File: src/rtl/tick_sched_pkg.sv
// Shared defaults, ms divider helper and per-channel state encoding for tick_scheduler.
package tick_sched_pkg;

  localparam int DEF_CLK_HZ   = 100_000_000;
  localparam int DEF_NUM_CH   = 4;
  localparam int DEF_PERIOD_W = 10;

  typedef enum logic {
    IDLE = 1'b0,
    RUN  = 1'b1
  } ch_state_t;

  // Clock cycles per millisecond; CLK_HZ is expected to be a multiple of 1000.
  function automatic int calc_div(input int clk_hz);
    return clk_hz / 1000;
  endfunction

endpackage

File: src/rtl/tick_scheduler_if.sv
// Control/status bundle between a host block and tick_scheduler (master drives enables/periods).
interface tick_scheduler_if import tick_sched_pkg::*; #(
  parameter int NUM_CH   = DEF_NUM_CH,
  parameter int PERIOD_W = DEF_PERIOD_W
);

  logic [NUM_CH-1:0]          i_enable;
  logic [NUM_CH*PERIOD_W-1:0] i_period;
  logic                       i_overrun_clr;
  logic                       o_ms_tick;
  logic [NUM_CH-1:0]          o_event;
  logic [NUM_CH-1:0]          o_overrun;

  modport master (
    output i_enable, i_period, i_overrun_clr,
    input  o_ms_tick, o_event, o_overrun
  );

  modport slave (
    input  i_enable, i_period, i_overrun_clr,
    output o_ms_tick, o_event, o_overrun
  );

endinterface

File: src/rtl/ms_prescaler.sv
// Free-running 0..DIV-1 counter; o_ms_tick is high for the one cycle the count sits at DIV-1.
// Latency: first strobe DIV cycles out of reset, then every DIV cycles; no backpressure.
module ms_prescaler import tick_sched_pkg::*; #(
  parameter int CLK_HZ = DEF_CLK_HZ
) (
  input  logic clk_100MHz,
  input  logic rst_n,
  output logic o_ms_tick
);

  localparam int DIV   = calc_div(CLK_HZ);
  localparam int CNT_W = $clog2(DIV);
  localparam logic [CNT_W-1:0] LAST = CNT_W'(DIV - 1);

  logic [CNT_W-1:0] cnt;

  always_ff @(posedge clk_100MHz) begin
    if (!rst_n) begin
      cnt <= '0;
    end else if (cnt == LAST) begin
      cnt <= '0;
    end else begin
      cnt <= cnt + CNT_W'(1);
    end
  end

  assign o_ms_tick = (cnt == LAST);

endmodule

File: src/rtl/tick_scheduler.sv
// Periodic per-channel ms event generator with round-robin one-event-per-cycle issue; event 2 cycles
// after the expiring tick when uncontended, no backpressure. Overrun flags need TICK_SCHED_OVERRUN_EN.
module tick_scheduler import tick_sched_pkg::*; #(
  parameter int CLK_HZ   = DEF_CLK_HZ,
  parameter int NUM_CH   = DEF_NUM_CH,
  parameter int PERIOD_W = DEF_PERIOD_W
) (
  input logic              clk_100MHz,
  input logic              rst_n,
  tick_scheduler_if.slave  sched
);

  localparam int RR_W = (NUM_CH > 1) ? $clog2(NUM_CH) : 1;

  logic ms_tick;

  ms_prescaler #(.CLK_HZ(CLK_HZ)) u_prescaler (
    .clk_100MHz (clk_100MHz),
    .rst_n      (rst_n),
    .o_ms_tick  (ms_tick)
  );

  ch_state_t           state_q [NUM_CH];
  ch_state_t           state_d [NUM_CH];
  logic [PERIOD_W-1:0] count_q [NUM_CH];
  logic [PERIOD_W-1:0] count_d [NUM_CH];
  logic [PERIOD_W-1:0] period  [NUM_CH];
  logic [NUM_CH-1:0]   pending_q, pending_d;
  logic [NUM_CH-1:0]   event_q;
  logic [NUM_CH-1:0]   ovr_q, ovr_d;
  logic [NUM_CH-1:0]   run_ok, expire, eligible, grant;
  logic [RR_W-1:0]     rr_q, rr_d;
  logic [RR_W-1:0]     gidx;
  logic                found;

  always_comb begin
    period = '{default: '0};
    run_ok = '0;
    expire = '0;
    for (int k = 0; k < NUM_CH; k++) begin
      period[k] = sched.i_period[k*PERIOD_W +: PERIOD_W];
      run_ok[k] = sched.i_enable[k] && (period[k] != '0);
      expire[k] = (state_q[k] == RUN) && run_ok[k] && ms_tick && (count_q[k] == PERIOD_W'(1));
    end
  end

  // A channel being disabled this cycle must not win, so it can never emit afterwards.
  assign eligible = pending_q & run_ok;

  // Cyclic search from rr: first pass covers rr..NUM_CH-1, second pass wraps to 0..rr-1.
  always_comb begin
    grant = '0;
    found = 1'b0;
    gidx  = '0;
    rr_d  = rr_q;
    for (int k = 0; k < NUM_CH; k++) begin
      if (!found && eligible[k] && (RR_W'(k) >= rr_q)) begin
        found    = 1'b1;
        gidx     = RR_W'(k);
        grant[k] = 1'b1;
      end
    end
    for (int k = 0; k < NUM_CH; k++) begin
      if (!found && eligible[k]) begin
        found    = 1'b1;
        gidx     = RR_W'(k);
        grant[k] = 1'b1;
      end
    end
    if (found) begin
      rr_d = (gidx == RR_W'(NUM_CH - 1)) ? '0 : gidx + RR_W'(1);
    end
  end

  always_comb begin
    state_d   = state_q;
    count_d   = count_q;
    pending_d = pending_q;
    for (int k = 0; k < NUM_CH; k++) begin
      if (state_q[k] == IDLE) begin
        if (run_ok[k]) begin
          state_d[k] = RUN;
          count_d[k] = period[k];
        end
      end else if (!run_ok[k]) begin
        state_d[k]   = IDLE;
        count_d[k]   = '0;
        pending_d[k] = 1'b0;
      end else begin
        // Re-expiry while being granted keeps pending set; otherwise the two events merge.
        pending_d[k] = (pending_q[k] & ~grant[k]) | expire[k];
        if (ms_tick) begin
          count_d[k] = expire[k] ? period[k] : count_q[k] - PERIOD_W'(1);
        end
      end
    end
  end

`ifdef TICK_SCHED_OVERRUN_EN
  always_comb begin
    ovr_d = (sched.i_overrun_clr ? '0 : ovr_q) | (expire & pending_q & ~grant);
  end
`else
  logic unused_clr;
  assign unused_clr = sched.i_overrun_clr;

  always_comb begin
    ovr_d = '0;
  end
`endif

  always_ff @(posedge clk_100MHz) begin
    if (!rst_n) begin
      for (int k = 0; k < NUM_CH; k++) begin
        state_q[k] <= IDLE;
        count_q[k] <= '0;
      end
      pending_q <= '0;
      event_q   <= '0;
      ovr_q     <= '0;
      rr_q      <= '0;
    end else begin
      state_q   <= state_d;
      count_q   <= count_d;
      pending_q <= pending_d;
      event_q   <= grant;
      ovr_q     <= ovr_d;
      rr_q      <= rr_d;
    end
  end

  assign sched.o_ms_tick = ms_tick;
  assign sched.o_event   = event_q;
  assign sched.o_overrun = ovr_q;

endmodule

File: src/flat_wrapper.sv
// flat-port wrapper written by rule: the top's interface ports become plain ports
module tick_scheduler_flat import tick_sched_pkg::*;
#(
  parameter int CLK_HZ   = DEF_CLK_HZ,
  parameter int NUM_CH   = DEF_NUM_CH,
  parameter int PERIOD_W = DEF_PERIOD_W
)
  (clk_100MHz, rst_n, sched_i_enable, sched_i_period, sched_i_overrun_clr, sched_o_ms_tick, sched_o_event, sched_o_overrun);
  tick_scheduler_if #(.NUM_CH(NUM_CH), .PERIOD_W(PERIOD_W)) sched_i ();
  input logic clk_100MHz;
  input logic rst_n;
  input wire logic [$bits(sched_i.i_enable)-1:0] sched_i_enable;
  input wire logic [$bits(sched_i.i_period)-1:0] sched_i_period;
  input wire logic [$bits(sched_i.i_overrun_clr)-1:0] sched_i_overrun_clr;
  output wire logic [$bits(sched_i.o_ms_tick)-1:0] sched_o_ms_tick;
  output wire logic [$bits(sched_i.o_event)-1:0] sched_o_event;
  output wire logic [$bits(sched_i.o_overrun)-1:0] sched_o_overrun;
  assign sched_i.i_enable = sched_i_enable;
  assign sched_i.i_period = sched_i_period;
  assign sched_i.i_overrun_clr = sched_i_overrun_clr;
  assign sched_o_ms_tick = sched_i.o_ms_tick;
  assign sched_o_event = sched_i.o_event;
  assign sched_o_overrun = sched_i.o_overrun;
  tick_scheduler #(.CLK_HZ(CLK_HZ), .NUM_CH(NUM_CH), .PERIOD_W(PERIOD_W)) u_core (.clk_100MHz(clk_100MHz), .rst_n(rst_n), .sched(sched_i));
endmodule
File: config.mk
export PLATFORM = sky130hd
export DESIGN_NAME = tick_scheduler_flat
export DESIGN_NICKNAME = d
export VERILOG_FILES = /design/src/rtl/tick_sched_pkg.sv /design/src/rtl/tick_scheduler_if.sv /design/src/rtl/ms_prescaler.sv /design/src/rtl/tick_scheduler.sv /design/src/flat_wrapper.sv
export SDC_FILE = /design/constraint.sdc
export NUM_CORES = 1
export LEC_CHECK = 0
export ABC_AREA = 1
export CORE_MARGIN = 1
export CORE_UTILIZATION = 45
export DETAILED_ROUTE_END_ITERATION = 12
export GPL_TIMING_DRIVEN = 0
export HOLD_SLACK_MARGIN = 0.03
export PLACE_DENSITY_LB_ADDON = 0.1
export SKIP_LAST_GASP = 1
export SLEW_MARGIN = 20
export SYNTH_ARGS = -nofsm -noshare
export SYNTH_HDL_FRONTEND = slang
export SYNTH_SLANG_ARGS = --single-unit
File: constraint.sdc
create_clock -name clk_100MHz -period 2.5 [get_ports clk_100MHz]
set_input_delay 0.5 -clock clk_100MHz [delete_from_list [all_inputs] [get_ports clk_100MHz]]
set_output_delay 0.5 -clock clk_100MHz [all_outputs]
set_load 0.05 [all_outputs]
# [Word level (Yosys, flattened, before mapping)]
# Index checks and enable logic that the tools add are counted.
[classes] mux=51 magnitude_cmp=4 n_reduce_logical=47 div_mod_pow=0 n_shift=0 bitwise_logic=14 n_eq_ne=10 addsub=6 n_mul=0
[op_table] op="$mux W10" n=20
[op_table] op="$eq A10 B1 Y1 const B" n=4
[op_table] op="$reduce_bool A10 Y1" n=4
[op_table] op="$sub A10 B1 Y10 const B" n=4
[op_table] op="$logic_and A1 B1 Y1" n=27
[op_table] op="$mux W1" n=24
[op_table] op="$add A17 B1 Y17 const B" n=1
[op_table] op="$eq A17 B17 Y1 const B" n=1
[op_table] op="$mux W2" n=7
[op_table] op="$ne A3 B2 Y1 const B" n=4
[op_table] op="$reduce_and A2 Y1" n=4
[op_table] op="$reduce_bool A2 Y1" n=4
[op_table] op="$logic_not A1 Y1" n=7
[op_table] op="$not A1 Y1" n=5
[op_table] op="$and A1 B1 Y1" n=4
[op_table] op="$and A4 B4 Y4" n=1
[op_table] op="$ge A1 B2 Y1 const A" n=2
[op_table] op="$ge A2 B2 Y1 const A" n=2
[op_table] op="$or A1 B1 Y1" n=4
[op_table] op="$add A2 B1 Y2 const B" n=1
[op_table] op="$eq A2 B2 Y1 const B" n=1
[op_table] op="$reduce_or A2 Y1" n=1
[word_totals] ram_bits=0 regBits=71 latch_bits=0 n_memories=0 elab_cells=147 rom_bits=0

# [Depth between registers and ports, before layout]
[logic_depth] word_depth=33 mapped_depth=15 depth_no_buf=15

# [Hierarchy]
# Synthesis repeated with hierarchy kept, for this count alone.
[hier_totals] hier_cells=672 area_unflattened_um2=4594.4
[by_module_without_submodules] module="tick_scheduler" area_per_inst_um2=3662.3 seq_area_each_um2=1081.0 n_inst=1 cells_per_inst=532
[by_module_without_submodules] module="ms_prescaler" area_per_inst_um2=932.1 seq_area_each_um2=340.3 n_inst=1 cells_per_inst=140

# [Least setup slack after synthesis]
# Ideal clock, no wire load.
[synth_path] path_kind="register to register" from="register u_core.u_prescaler.cnt[0]" to="register u_core.u_prescaler.cnt[4]" period_less_slack_ps=1846 t_required_ps=2420 slack_ps=654 arrival_time_ps=1766 path_stages_with_launch=14 setup_ps=80 n_path_buf=2 path_cell_list="dfxtp_1 ha_1 nand2_1 inv_1 nand2_1 inv_1 and2_1 clkbuf_4 nand2_2 inv_4 nor2_4 inv_1 buf_2 nor3b_1"
[synth_between] elab_chain_len=2 word_cells_on_any_way=3 classes_between="add/sub: 1; eq/ne: 1; reduce/logical: 1"
[synth_rtl] element="start, declared" line="ms_prescaler.sv:15" text="logic [CNT_W-1:0] cnt;"
[synth_rtl] element="start signal, assigned" line="ms_prescaler.sv:23" text="cnt <= cnt + CNT_W'(1);"
[synth_rtl] element="$eq A17 B17 Y1"
[synth_rtl] element="named net sched_o_ms_tick" line="flat_wrapper.sv:15" text="output wire logic [$bits(sched_i.o_ms_tick)-1:0] sched_o_ms_tick;"
[synth_rtl] element="$reduce_or A2 Y1 (no line)"
# The timed path passes the listed nets, and every way through them passes these cells.
# A chain may end at the register's enable or synchronous reset.

# [Worst setup path in the final report]
[layout_path] from="register u_core.u_prescaler.cnt[4]" to="output sched_o_ms_tick"
[layout_between] elab_chain_len=1
[layout_rtl] element="$eq A17 B17 Y1" line="ms_prescaler.sv:27" text="assign o_ms_tick = (cnt == LAST);"
[layout_rtl] element="end, declared" line="flat_wrapper.sv:15"
# Every way passes these cells.

==> results.json <==
{
  "drt_iter0_drc": 188,
  "avgSynthCellArea_um2": 6.67,
  "antenna_found_initial": 0,
  "maxClockFrequency_ghz": 0.428,
  "cpPeakStageDelay_ps": 390,
  "finalNonFillerCells": 888,
  "post-dp-hpwl_mm": 8.62,
  "power_density_mw_per_mm2": 491,
  "critPathArrivalTime_ps": 1840,
  "fillers": 1017,
  "pin_count": 56,
  "layout.cells.most_common": "sky130_fd_sc_hd__nand2_1",
  "detail_route.vias_per_cell": 5.15,
  "timing_worst_setup_path_type": "flop to primary output",
  "synth_cell_types": 47,
  "final-hold-violation-count": 0,
  "via_count": 4573,
  "synth.ff_latch_count": 71,
  "io_buffer_count": 50,
  "die_y_um": 103,
  "die_width_um": 103,
  "post-route-min-period_ps": 2340,
  "use_met3_pct": 3.73,
  "grt_pass1_wl_mm": 19.3,
  "globalRouteTotalUtil_pct": 23.3,
  "final_min_period_over_clock_period_pct": 93.5,
  "hold_fix_buffers_cts": 0,
  "cts.htree.levels": 3,
  "total_leakage_power_uw": 0.00232,
  "cp_cell_sequence": "nand4_1 > nor4_4 > and2_1 > buf_6 > nand2_2 > clkinv_4 > buf_6",
  "worst_voltage_drop_across_the_vdd_grid_uv": 294,
  "total_die_area_mm2": 0.0106,
  "pin_count_of_the_biggest_net_entering_global_routing": 11,
  "tritoncts": "yes",
  "final_nets": 809,
  "iteration_count_of_the_initial_detailed_routing_pass": 5,
  "cts_buffer_depth": 2,
  "worstSkewPairLatency_ps": 340,
  "synthCells": 689,
  "totalWireLength_mm": 11.7,
  "wl_per_cell_um": 13.1,
  "worst-path-max-fanout": 5,
  "layout.cell_area.non_filler_mm2": 0.00543,
  "core-area_mm2": 0.00982,
  "kind_of_path_behind_the_tightest_hold_check": "flop to flop",
  "place_congestion": 0.889,
  "worst_clock_skew_ps": 8.02,
  "synthFlopType": "sky130_fd_sc_hd__dfxtp_1",
  "maxCapViolations": 0,
  "global_route.usage.met1_pct": 31.7,
  "totalPowerFinal_uw": 2670,
  "detail_route_antenna_nets": 0,
  "most-common-layout-cells": "sky130_fd_sc_hd__nand2_1 (107), sky130_fd_sc_hd__nor2_1 (96), sky130_fd_sc_hd__inv_1 (84)",
  "slew_headroom_pct": 60.3,
  "number_of_clock_sinks_seen_by_cts": 71,
  "globalRoute.busiestLayer": "met2",
  "number_of_global_route_vias_before_repair": 4172,
  "globalRoute.totalOverflow": 0,
  "area_growth_pct": 18.3,
  "synth_enable_flop_cells": 0,
  "critPathBufInv": 3,
  "worstSetupStartpointType": "flop",
  "post_cts_buffers": 0,
  "synthesis.yosys.warnings": 0,
  "final_layout_size_suffix_gt1_share_pct": 8.74,
  "grt_setup_unrepaired": "no",
  "cp_top_family": "simple AND/OR/NAND/NOR gates",
  "cts.reportedPaths.clkPinSlew_ps": 70,
  "setup_viol_count_final": 0,
  "floorplan.initialDensity_pct": 46.8,
  "tightest_slew_ps": 594,
  "slowest_stage": "sky130_fd_sc_hd__dfxtp_1",
  "cts_bufs_inserted": 9,
  "status": "completed",
  "cp-end-kind": "primary output",
  "yosysSeqAreaShare_pct": 30.9,
  "asyncSetResetFlopFracSynth_pct": 0,
  "num_antenna_cells": 0,
  "dpl_cell_area_mm2": 0.00527,
  "number_of_gates_resized_after_cts": 7,
  "std_cell_rows": 36,
  "clk_root_buffer_cell": "sky130_fd_sc_hd__clkbuf_8",
  "final_design_utilization_pct": 55.3,
  "post-place-cells": 875,
  "netlist_area_mm2": 0.00459,
  "critPathRequiredTime_ps": 2000,
  "final-max-slew-violation-count": 0,
  "groute.layer.met2.usage_pct": 36.8,
  "route.detailed.drc": 0,
  "path_common_cell": "sky130_fd_sc_hd__buf_6"
}
kinds of logic (layout without fill, tap and decap cells):
family	count (synthesis)	in the layout	share of synthesized area, %
adder cells (fa/ha/maj)	9	9	2.45
AND/OR/NAND/NOR	306	306	31.8
flip-flops	71	71	30.9
other	1	4	0.0816
AO/OA/AOI/OAI	157	157	18.2
XOR/XNOR	30	30	5.72
buffers and inverters	115	178	10.8
metal layers:
layer,up-vias,routed length (um)
met3,14,643
met2,120,5150
met5,-,0
li1,2381,-
met4,0,185
met1,2058,5690
flip-flops by register name (all words and copies together) (netlist names):
name and count:
u_core.count_q 40, u_core.u_prescaler.cnt 17, u_core.pending_q 4, u_core.sched.o_event 4, u_core.state_q 4, u_core.rr_q 2
stage by stage:
step / TNS, ps / setup slack (ps) / hold WS, ps
after detailed placement: -2440 / -230 / 445
after floorplan: 0 / 654 / 418
after global placement: -1890 / -188 / 428
final: 0 / 162 / 450
after CTS: 0 / 31.7 / 454
after global routing: 0 / 14.0 / 476
Yosys cell counts (4+ instances only):
cell	n	area [um2]
sky130_fd_sc_hd__a21oi_1	69	345
sky130_fd_sc_hd__a31oi_1	16	100
sky130_fd_sc_hd__buf_2	6	30.0
sky130_fd_sc_hd__buf_4	5	37.5
sky130_fd_sc_hd__buf_6	4	45.0
sky130_fd_sc_hd__clkbuf_1	6	22.5
sky130_fd_sc_hd__dfxtp_1	71	1420
sky130_fd_sc_hd__ha_1	9	113
sky130_fd_sc_hd__inv_1	85	319
sky130_fd_sc_hd__nand2_1	107	402
sky130_fd_sc_hd__nand3_1	41	205
sky130_fd_sc_hd__nand4_1	12	75.1
sky130_fd_sc_hd__nor2_1	97	364
sky130_fd_sc_hd__nor3_1	10	50.1
sky130_fd_sc_hd__nor3b_1	4	30.0
sky130_fd_sc_hd__o21a_1	4	30.0
sky130_fd_sc_hd__o21ai_0	59	295
sky130_fd_sc_hd__or2_2	6	37.5
sky130_fd_sc_hd__xnor2_1	11	96.3
sky130_fd_sc_hd__xor2_1	19	166
path summary, 6_finish.rpt:
| kind | depth (start not counted) | to | startpoint | slack [ps] |
|---|---|---|---|---|
| setup reg to reg | 9 | u_core.count_q[39]$_SDFFE_PN0P_ | u_core.u_prescaler.cnt[10]$_SDFF_PP0_ | 460 |
| hold reg to reg | 1 | u_core.u_prescaler.cnt[0]$_SDFF_PP0_ | u_core.u_prescaler.cnt[0]$_SDFF_PP0_ | 450 |
| hold / removal | 1 | u_core.u_prescaler.cnt[0]$_SDFF_PP0_ | u_core.u_prescaler.cnt[0]$_SDFF_PP0_ | 450 |
| setup / recovery | 7 | sched_o_ms_tick | u_core.u_prescaler.cnt[4]$_SDFF_PP0_ | 160 |
power breakdown:
part | total [uW] | internal (uW) | switching, uW | leakage (uW)
clock | 784 | 368 | 415 | 0.0000809
sequential | 1260 | 1200 | 58.8 | 0.000584
combinational | 627 | 272 | 355 | 0.00165
final cells by class:
cell class	instances	area, um2	area share, %
inverters	93	357	6.56
flip-flops and latches	71	1420	26.2
clock inverters	2	10.0	0.184
clock buffers	11	141	2.60
well taps	133	166	3.06
plain buffers	22	146	2.69
repair buffers	50	502	9.23
multi-input cells	506	2690	49.5
Note: power is estimated with default switching activity, not from simulation.
